<file path="src/rtl/multicycle_control.sv">
// Main control FSM for the multicycle RV32I-subset core: sequences the shared
// ALU, memory port and register file over several cycles per instruction.
module multicycle_control #(
    parameter logic [3:0] RESET_STATE = 4'd0
) (
    input  logic       clk,
    input  logic       reset,
    input  logic [6:0] opcode,
    input  logic [2:0] funct3,
    input  logic       mem_ready,
    output logic       pc_write,
    output logic       pc_write_cond,
    output logic       branch_ne,
    output logic       pc_src,
    output logic       i_or_d,
    output logic       mem_read,
    output logic       mem_write,
    output logic       ir_write,
    output logic       reg_write,
    output logic       mem_to_reg,
    output logic [1:0] alu_src_a,
    output logic [1:0] alu_src_b,
    output logic [1:0] alu_op,
    output logic       instr_done,
    output logic       trap,
    output logic [3:0] state_dbg
);

    typedef enum logic [3:0] {
        FETCH    = 4'd0,
        DECODE   = 4'd1,
        MEM_ADDR = 4'd2,
        MEM_RD   = 4'd3,
        MEM_WB   = 4'd4,
        MEM_WR   = 4'd5,
        EXEC_R   = 4'd6,
        EXEC_I   = 4'd7,
        R_WB     = 4'd8,
        BRANCH   = 4'd9,
        TRAP     = 4'd15
    } state_t;

    localparam logic [6:0] OP_R      = 7'b0110011;
    localparam logic [6:0] OP_I      = 7'b0010011;
    localparam logic [6:0] OP_LOAD   = 7'b0000011;
    localparam logic [6:0] OP_STORE  = 7'b0100011;
    localparam logic [6:0] OP_BRANCH = 7'b1100011;

    state_t state;
    state_t next;

    always_ff @(posedge clk) begin
        if (reset) begin
            state <= state_t'(RESET_STATE);
        end else begin
            state <= next;
        end
    end

    always_comb begin
        next          = state;
        pc_write      = 1'b0;
        pc_write_cond = 1'b0;
        branch_ne     = 1'b0;
        pc_src        = 1'b0;
        i_or_d        = 1'b0;
        mem_read      = 1'b0;
        mem_write     = 1'b0;
        ir_write      = 1'b0;
        reg_write     = 1'b0;
        mem_to_reg    = 1'b0;
        alu_src_a     = 2'b00;
        alu_src_b     = 2'b00;
        alu_op        = 2'b00;
        instr_done    = 1'b0;
        trap          = 1'b0;
        state_dbg     = state;

        case (state)
            FETCH: begin
                mem_read  = 1'b1;
                alu_src_b = 2'b01;
                ir_write  = mem_ready;
                pc_write  = mem_ready;
                if (mem_ready) next = DECODE;
            end
            DECODE: begin
                // Speculatively computes the branch target into ALUOut.
                alu_src_a = 2'b10;
                alu_src_b = 2'b10;
                case (opcode)
                    OP_R:      next = EXEC_R;
                    OP_I:      next = (funct3 == 3'b000) ? EXEC_I : TRAP;
                    OP_LOAD,
                    OP_STORE:  next = (funct3 == 3'b010) ? MEM_ADDR : TRAP;
                    OP_BRANCH: next = (funct3[2:1] == 2'b00) ? BRANCH : TRAP;
                    default:   next = TRAP;
                endcase
            end
            MEM_ADDR: begin
                alu_src_a = 2'b01;
                alu_src_b = 2'b10;
                next      = opcode[5] ? MEM_WR : MEM_RD;
            end
            MEM_RD: begin
                mem_read = 1'b1;
                i_or_d   = 1'b1;
                if (mem_ready) next = MEM_WB;
            end
            MEM_WB: begin
                reg_write  = 1'b1;
                mem_to_reg = 1'b1;
                instr_done = 1'b1;
                next       = FETCH;
            end
            MEM_WR: begin
                mem_write  = 1'b1;
                i_or_d     = 1'b1;
                instr_done = mem_ready;
                if (mem_ready) next = FETCH;
            end
            EXEC_R: begin
                alu_src_a = 2'b01;
                alu_op    = 2'b10;
                next      = R_WB;
            end
            EXEC_I: begin
                alu_src_a = 2'b01;
                alu_src_b = 2'b10;
                next      = R_WB;
            end
            R_WB: begin
                reg_write  = 1'b1;
                instr_done = 1'b1;
                next       = FETCH;
            end
            BRANCH: begin
                alu_src_a     = 2'b01;
                alu_op        = 2'b01;
                pc_write_cond = 1'b1;
                pc_src        = 1'b1;
                branch_ne     = funct3[0];
                instr_done    = 1'b1;
                next          = FETCH;
            end
            TRAP: begin
                trap = 1'b1;
            end
            default: begin
                next = TRAP;
            end
        endcase

        // Reset masks every output so an abandoned instruction cannot write.
        if (reset) begin
            pc_write      = 1'b0;
            pc_write_cond = 1'b0;
            branch_ne     = 1'b0;
            pc_src        = 1'b0;
            i_or_d        = 1'b0;
            mem_read      = 1'b0;
            mem_write     = 1'b0;
            ir_write      = 1'b0;
            reg_write     = 1'b0;
            mem_to_reg    = 1'b0;
            alu_src_a     = 2'b00;
            alu_src_b     = 2'b00;
            alu_op        = 2'b00;
            instr_done    = 1'b0;
            trap          = 1'b0;
            state_dbg     = 4'd0;
        end
    end

endmodule

</file>
<file path="config.mk">
export PLATFORM = sky130hd
export DESIGN_NAME = multicycle_control
export DESIGN_NICKNAME = d
export VERILOG_FILES = /design/src/rtl/multicycle_control.sv
export SDC_FILE = /design/constraint.sdc
export NUM_CORES = 1
export LEC_CHECK = 0
export BUFFER_PORTS_ARGS = -buffer_cell sky130_fd_sc_hd__buf_2
export CAP_MARGIN = 20
export CORE_UTILIZATION = 35
export CTS_CLUSTER_SIZE = 28
export DETAILED_ROUTE_END_ITERATION = 10
export PLACE_DENSITY = 0.73
export SLEW_MARGIN = 20
export SYNTH_ARGS = -nofsm -noshare
export SYNTH_HDL_FRONTEND = slang
export SYNTH_SLANG_ARGS = --single-unit
</file>
<file path="constraint.sdc">
create_clock -name clk -period 1.6 [get_ports clk]
set_input_delay 0 -clock clk [delete_from_list [all_inputs] [get_ports clk]]
set_output_delay 0 -clock clk [all_outputs]
set_load 0.005 [all_outputs]
</file>
## Word level (Yosys, flattened, before mapping)

Cells that the tools add are included.

- Equal/unequal tests: 19
- Multiplexer cells: 36
- Bitwise logic cells: 1
- Reduce and logical (&&, ||, !) cells: 12

Operators by type and width:

| kind | count |
|---|---|
| case mux 4 bit (8 select lines) | 1 |
| two-way mux 4 bit | 6 |
| two-way mux 1 bit | 19 |
| == test 4 x 3 -> 1 bit (second input constant) | 4 |
| case mux 4 bit (4 select lines) | 1 |
| == test 7 x 6 -> 1 bit (second input constant) | 2 |
| == test 4 bit (second input constant) | 3 |
| case mux 2 bit (2 select lines) | 3 |
| OR reduction 2 bit | 5 |
| == test 4 x 2 -> 1 bit (second input constant) | 2 |
| == test 7 x 2 -> 1 bit (second input constant) | 1 |
| == test 7 x 5 -> 1 bit (second input constant) | 1 |
| == test 7 bit (second input constant) | 1 |
| two-way mux 2 bit | 3 |
| two-way mux 3 bit | 2 |
| != test 2 bit (second input constant) | 3 |
| OR reduction 3 bit | 2 |
| == test 4 x 1 -> 1 bit (second input constant) | 1 |
| zero test 4 bit | 1 |
| AND reduction 4 bit | 1 |
| OR reduction 4 bit | 1 |
| == test 3 x 2 -> 1 bit (second input constant) | 1 |
| zero test 3 bit | 1 |
| zero test 2 bit | 1 |
| other kinds (2) | 2 |

- Register bits after elaboration: 4
- Input port bits: 13
- Output and inout bits: 22
- Logic and storage cells: 69

## Logic depth before layout (Yosys ltp)

Gate-level depths: netlist of the first run.

- Depth in word-level cells: 4
- Mapped depth: 5
- Mapped depth without buffers: 4

## Least setup slack after synthesis of the first run

Ideal clock, no wire load.

- Kind: reg2out
- From: register state[3]
- To: output pc_write
- Arrival: 1.346 ns
- Required time: 1.600 ns
- Slack: 0.254 ns
- Cell stages (with the launch flop): 5
- Cells stage by stage: dfxtp_1 -> clkbuf_1 -> or3_1 -> nor4_1 -> buf_4

- Word-level cells in the longest chain between the ends: 3

RTL lines:

| element | line | source |
|---|---|---|
| start, declared | 49 | `state_t state;` |
| start signal, assigned | 54 | `state <= state_t'(RESET_STATE);` |
| start signal, assigned | 56 | `state <= next;` |
| zero test 4 bit | n/a |  |
| two-way mux 1 bit (2 in a row) | n/a |  |
| end, declared | 11 | `output logic pc_write,` |

Every way passes these cells.

## Worst setup path after layout of the first run

- From: register state[3]
- To: output ir_write

- Word-level cells in the longest chain between the ends: 3

RTL lines:

| element | line | source |
|---|---|---|
| zero test 4 bit | 79 | `case (state)` |
| two-way mux 1 bit | 79 |  |
| two-way mux 1 bit | 155 | `if (reset) begin` |
| end, declared | 18 | `output logic ir_write,` |

Every way passes these cells.

==> flow_summary.ini, run 1 <==
[yosys]
syn_nets = 104
synthTopCellsByArea = dfxtp_1 13%, nor2_1 6.8%, a31oi_1 5.2%, nand2_1 4.3%, nor4b_1 4.3%
avgSynthCellArea_um2 = 6.655
synth-edff-count = 0
synth_top_family_by_area = simple AND/OR/NAND/NOR gates
synthCells = 91
synthMuxAreaShare_pct = 0
ys_async_sr_fraction_pct = 0
synth_simple_gate_area_share_pct = 40.70
synth_top_cell_by_area = dfxtp_1
synth_ff_type = dfxtp_1
netlist.area_leader.share_pct = 13.22
synth_compound_area_share_pct = 27.69
ys_seq_elements = 4
ys_seq_area_share_pct = 13.22
ys_warn_count = 0
synthAdderAreaFrac_pct = 0
yosys.area_share.xor_xnor_pct = 4.339
synthesis.area_um2 = 605.6
ys_types = 36

[pwr]
ir_worst_vdd_mv = 0.7128
power.share.clock_pct = 9.7
power_switching_mw = 0.6089
switching_share_pct = 46.83
leakagePower_nw = 0.3812
p_seq_share_pct = 20.0
p_int_mw = 0.6913
p_comb_share_pct = 70.3
powerDensity_nw_per_um2 = 1624

[critical_path]
endpoint_kind = output pin
timing.rr.end = state[0]$_SDFFE_PP0P_
reg2regPathDepth = 4
critPathKind = reg2out
cp-startpoint = state[3]$_SDFFE_PP0P_
worstPathMaxFanout = 13
critPathLaunchType = register
required_ps = 1600
timing.rr.start = state[2]$_SDFFE_PP0P_
r2r_slack_ps = 260
arrival_ps = 1450

[run_status]
status = finished, violations left
violations = DRC

[placed_design]
io_buffers = 34
place_congestion = 0.8600
hpwlAfterDp_mm = 1.277

[clocking]
cts_max_level = 1
clockRootBuffer = clkbuf_4
cts-hold-fix-buffers = 0
cts_tree = yes
clkLatencyLatePin_ps = 230
cts.path.max_buffers = 2
cts.sinks = 4
cts_made_buffers = 3
cts_resized = 1
cts_post_setup_buffers_inserted = 0
path_clk_slew_ps = 40

[drt]
avgRoutedWirePerCell_um = 11.88
routed_wl_mm = 1.627
num_vias = 770
ant_nets = 0
drtIter0Drc = 31
dr.pass1.iters = 7
drc = 1
viasPerCell = 5.620

[floorplan]
num_rows = 14
die_h_um = 43.60
die_area_um2 = 1901
start_util_pct = 38.84
dieWidth_um = 43.60
io_pins = 35
core_um2 = 1559

[sta]
max_freq_mhz = 690.2
clock_skew_ps = 0.7361
grt_setup_unrepaired = no
relSlewSlack_pct = 73.55
final-max-slew-violation-count = 0
min_period_ps = 1449
whs_ps = 144.9
setup_violations = 0
hold_violations = 0
worst-slew-pin-transition_ps = 391.2
min_period_over_period_pct = 90.56
final.setup.tns_ps = 0

[global_routing]
grt_pass1_wl_mm = 2.746
use_met1_pct = 22.53
busiest_layer = met2
grt_max_degree = 18
antenna_found_initial = 0
use_met2_pct = 33.13
grt_use_total_pct = 18.80
first_global_vias = 683
gr-total-overflow = 0
use_met3_pct = 4.583

[worst_hold_path]
holdPathStages = 2
hold-path-endpoint = state[0]$_SDFFE_PP0P_
hp-start = reset
hp-class = in2reg

[cells_and_area]
postLayoutCoreUtil_pct = 51.36
n_antenna_cell = 0
largest_reg_flops = 4
area_growth_pct = 32.23
final_nets = 136
reg_top3 = state (4)
drive_gt1_share_pct = 42.15
regMostFlops = state

[job]
maxCapViolCount = 0
-- cell usage after synthesis, drive strengths merged (2+ instances only) --
cell type  instances
a211oi             2
o21bai             2
a31oi              5
nand2              7
nor4               4
nor2              11
o31a               2
buf                9
nor4b              3
o22ai              2
dfxtp              4
clkbuf             3
xnor2              2
inv                4
a21oi              5
nand2b             4
or3                3
nor3               5
o21ai              2
-- layout make-up --
| cell class | count | area (um2) |
|---|---|---|
| Sequential cell | 4 | 85.08 |
| Multi-Input combinational cell | 71 | 446.7 |
| Timing Repair Buffer | 39 | 211.5 |
| Fill cell | 164 | 758.2 |
| Tap cell | 16 | 20.02 |
| Inverter | 4 | 15.01 |
| Clock buffer | 3 | 22.52 |
-- logic make-up after synthesis --
kind of cell           Yosys count
AND/OR/NAND/NOR                 44
buffers and inverters           16
XOR/XNOR                         3
AO/OA/AOI/OAI                   24
flip-flops                       4
-- per-stage QoR --
stage / instance area, um2 / instances / power (mW) / worst slack (ps)
4_1_cts: 787.0 / 137 / 1.269 / 0.3004
6_report: 800.8 / 137 / 1.300 / 151.1
5_1_grt: 800.8 / 137 / 1.442 / 26.33
3_5_place_dp: 763.2 / 134 / 1.134 / 217.6
2_1_floorplan: 605.6 / 91 / 0.8903 / 254.5
3_3_place_gp: 763.2 / 134 / 1.108 / 250.2
-- routing by layer --
layer  up-vias  routed length, um
met5         -                  0
met4         0                  0
met3         0                 93
met2        30                825
met1       347                708
li1        393                  -
-- cell usage in the layout, fill, tap and decap left out, drive strengths merged, types with 3 or more instances in the layout --
cell type   n
buf        39
clkbuf      3
nor3        5
nand2b      4
or3         3
inv         4
nand2       7
nor2       11
nor4        4
a31oi       5
dfxtp       4
nor4b       3
a21oi       5
-- how the worst max path moves through the flow --
stage | to | cells past startpoint
final | ir_write | 3
after global routing | ir_write | 3
after CTS | alu_src_b[1] | 4
after detailed placement | state[0]$_SDFFE_PP0P_ | 4
after global placement | state[0]$_SDFFE_PP0P_ | 4
after floorplan | pc_write | 4
-- critical path, cell delays in order (launching register included) --
cell	delay (ps)
dfxtp_2	380
or3_1	440
nor4_1	220
buf_2	170
-- power groups by stage --
| stage | Clock (mW) | Combinational [mW] | Sequential (mW) |
|---|---|---|---|
| after global placement | 0 | 0.861 | 0.247 |
| after CTS | 0.131 | 0.888 | 0.250 |
| after floorplan | 0 | 0.736 | 0.155 |
| after global routing | 0.142 | 1.02 | 0.275 |
| after detailed placement | 0 | 0.885 | 0.249 |
| final | 0.126 | 0.914 | 0.260 |
(Power assumes the default switching activity.)
==> inputs of run 2 (changes only) <==
--- a/config.mk
+++ b/config.mk
@@ -8,9 +8,10 @@
 export BUFFER_PORTS_ARGS = -buffer_cell sky130_fd_sc_hd__buf_2
 export CAP_MARGIN = 20
 export CORE_UTILIZATION = 35
+export CTS_BUF_LIST = sky130_fd_sc_hd__clkbuf_2 sky130_fd_sc_hd__clkbuf_4 sky130_fd_sc_hd__clkbuf_8
 export CTS_CLUSTER_SIZE = 28
 export DETAILED_ROUTE_END_ITERATION = 10
-export PLACE_DENSITY = 0.73
+export PLACE_DENSITY_LB_ADDON = 0.1
 export SLEW_MARGIN = 20
 export SYNTH_ARGS = -nofsm -noshare
 export SYNTH_HDL_FRONTEND = slang
==> run 2 against run 1 <==
The flow still finishes with violations (DRC). Highest routed layer is now met4. Sequential power is 2% lower. Largest cell class unchanged. Worst hold slack worse by 9.1 ps. Global-route usage rose by 1.4 points. Critical path depth up 1.
==> flow_summary.ini, run 2 (synthesized netlist as in run 1, its figures left out) <==
[global_routing]
first_global_vias = 661
antenna_found_initial = 0
grt_use_total_pct = 20.17
gr-total-overflow = 0
grt_pass1_wl_mm = 2.898
grt_max_degree = 18

[floorplan]
start_util_pct = 38.84
num_rows = 14
die_h_um = 43.60
dieWidth_um = 43.60
die_area_um2 = 1901
core_um2 = 1559
io_pins = 35

[job]
maxCapViolCount = 0

[sta]
relSlewSlack_pct = 74.04
min_period_over_period_pct = 97.21
hold_violations = 0
min_period_ps = 1555
setup_violations = 0
grt_setup_unrepaired = yes
clock_skew_ps = 9.840
worst-slew-pin-transition_ps = 384.0
max_freq_mhz = 642.9
layout_setup_ws_ps = 44.67
final-max-slew-violation-count = 0

[critical_path]
path_cells = buf_6, or3_4, nor4_4, buf_2
arrival_ps = 1560
crit_end = ir_write
timing.rr.start = state[1]$_SDFFE_PP0P_
critPathLaunchType = register
reg2regPathDepth = 5
cp-startpoint = state[1]$_SDFFE_PP0P_
crit_path_top_delay_cell = or3_4
r2r_slack_ps = 90
worstPathMaxFanout = 6
critPathKind = reg2out
max_stage_delay_ps = 410
endpoint_kind = output pin
required_ps = 1600
timing.rr.end = state[0]$_SDFFE_PP0P_

[drt]
avgRoutedWirePerCell_um = 12.49
num_vias = 776
viasPerCell = 5.543
routed_wl_mm = 1.748
dr.pass1.iters = 7
ant_nets = 0
drtIter0Drc = 14
drc = 2

[cells_and_area]
reg_top3 = state (4)
final_nets = 139
finalInstanceArea_um2 = 839.6
fillers = 147
drive_gt1_share_pct = 44.35
postLayoutCoreUtil_pct = 53.85
area_growth_pct = 38.64
largest_reg_flops = 4
n_antenna_cell = 0
layout_common_cells = 34 x buf_2, 11 x nor2_1, 7 x nand2_1, 7 x buf_4
layout_commonest_cell = buf_2
regMostFlops = state

[clocking]
path_clk_slew_ps = 40
clockRootBuffer = clkbuf_4
cts_made_buffers = 3
cts.sinks = 4
cts_tree = yes
clkLatencyLatePin_ps = 250
cts.path.max_buffers = 2
cts_max_level = 1

[pwr]
leakagePower_nw = 0.3986
ir_worst_vdd_mv = 0.6673
total_power_mw = 1.391
powerDensity_nw_per_um2 = 1657

[placed_design]
place_area_um2 = 770.7
hpwlAfterDp_mm = 1.283
place_congestion = 0.7966
place_ws_ps = 144.4
io_buffers = 34

[run_status]
violations = DRC
status = finished, violations left

[worst_hold_path]
hp-class = in2reg
-- run 2: changes by cell type in the layout (fill, tap and decap cells not counted), sizes merged --
cell	delta
buf	+3
-- run 2: area by class of cell --
type                            instances  area (um2)  share of cell area [%]
Clock buffer                            3       22.52                   2.683
Inverter                                4       15.01                   1.788
Multi-Input combinational cell         71       460.4                   54.84
Sequential cell                         4       87.58                   10.43
Tap cell                               16       20.02                   2.385
Timing Repair Buffer                   42       234.0                   27.87
-- run 2: layer usage --
layer	global-route usage [%]	vias up	part of all wire [%]	wire length [um]
met2	32.54	30	49	851
met1	26.08	345	44	776
met5	0	-	0	0
met4	9.375	0	2.0	35
li1	-	399	-	-
met3	3.333	2	4.8	84
-- run 2: worst max-delay path, delay by kind of cell (launching register included) --
| family | cells | cell delay, ps |
|---|---|---|
| buf+inv | 2 | 270 |
| simple gates | 2 | 690 |
| flops | 1 | 330 |
-- run 2: per-stage QoR --
step	hold slack [ps]	instances	TNS, ps
CTS	141.9	138	0
floorplan	30.23	91	0
detailed placement	324.6	135	0
global route	162.7	140	-52.32
finish	135.8	140	0
global placement	317.3	135	0
-- run 2: repair_timing --
action | 4_1_cts | 5_1_grt
hold endpoints to repair | 0 | 0
endpoints found under the setup margin | 4 | 4
buffers inserted | 0 | 2
hold buffers | 0 | 0
gates resized for setup | 3 | 6
pin swaps | 0 | 3
-- run 2: power by group --
part           leakage, nW  switching (mW)  internal, mW
Clock               0.0138          0.0533        0.0847
Combinational        0.350           0.503         0.497
Sequential          0.0347          0.0943         0.159
-- run 2: worst min path at each step --
stage / from / to / slack [ps] / cells after the start
floorplan: reset / state_dbg[0] / 30 / 1
global placement: funct3[0] / branch_ne / 320 / 3
detailed placement: funct3[0] / branch_ne / 320 / 3
CTS: reset / state[0]$_SDFFE_PP0P_ / 140 / 2
global route: reset / state[0]$_SDFFE_PP0P_ / 160 / 2
finish: reset / state[0]$_SDFFE_PP0P_ / 140 / 2
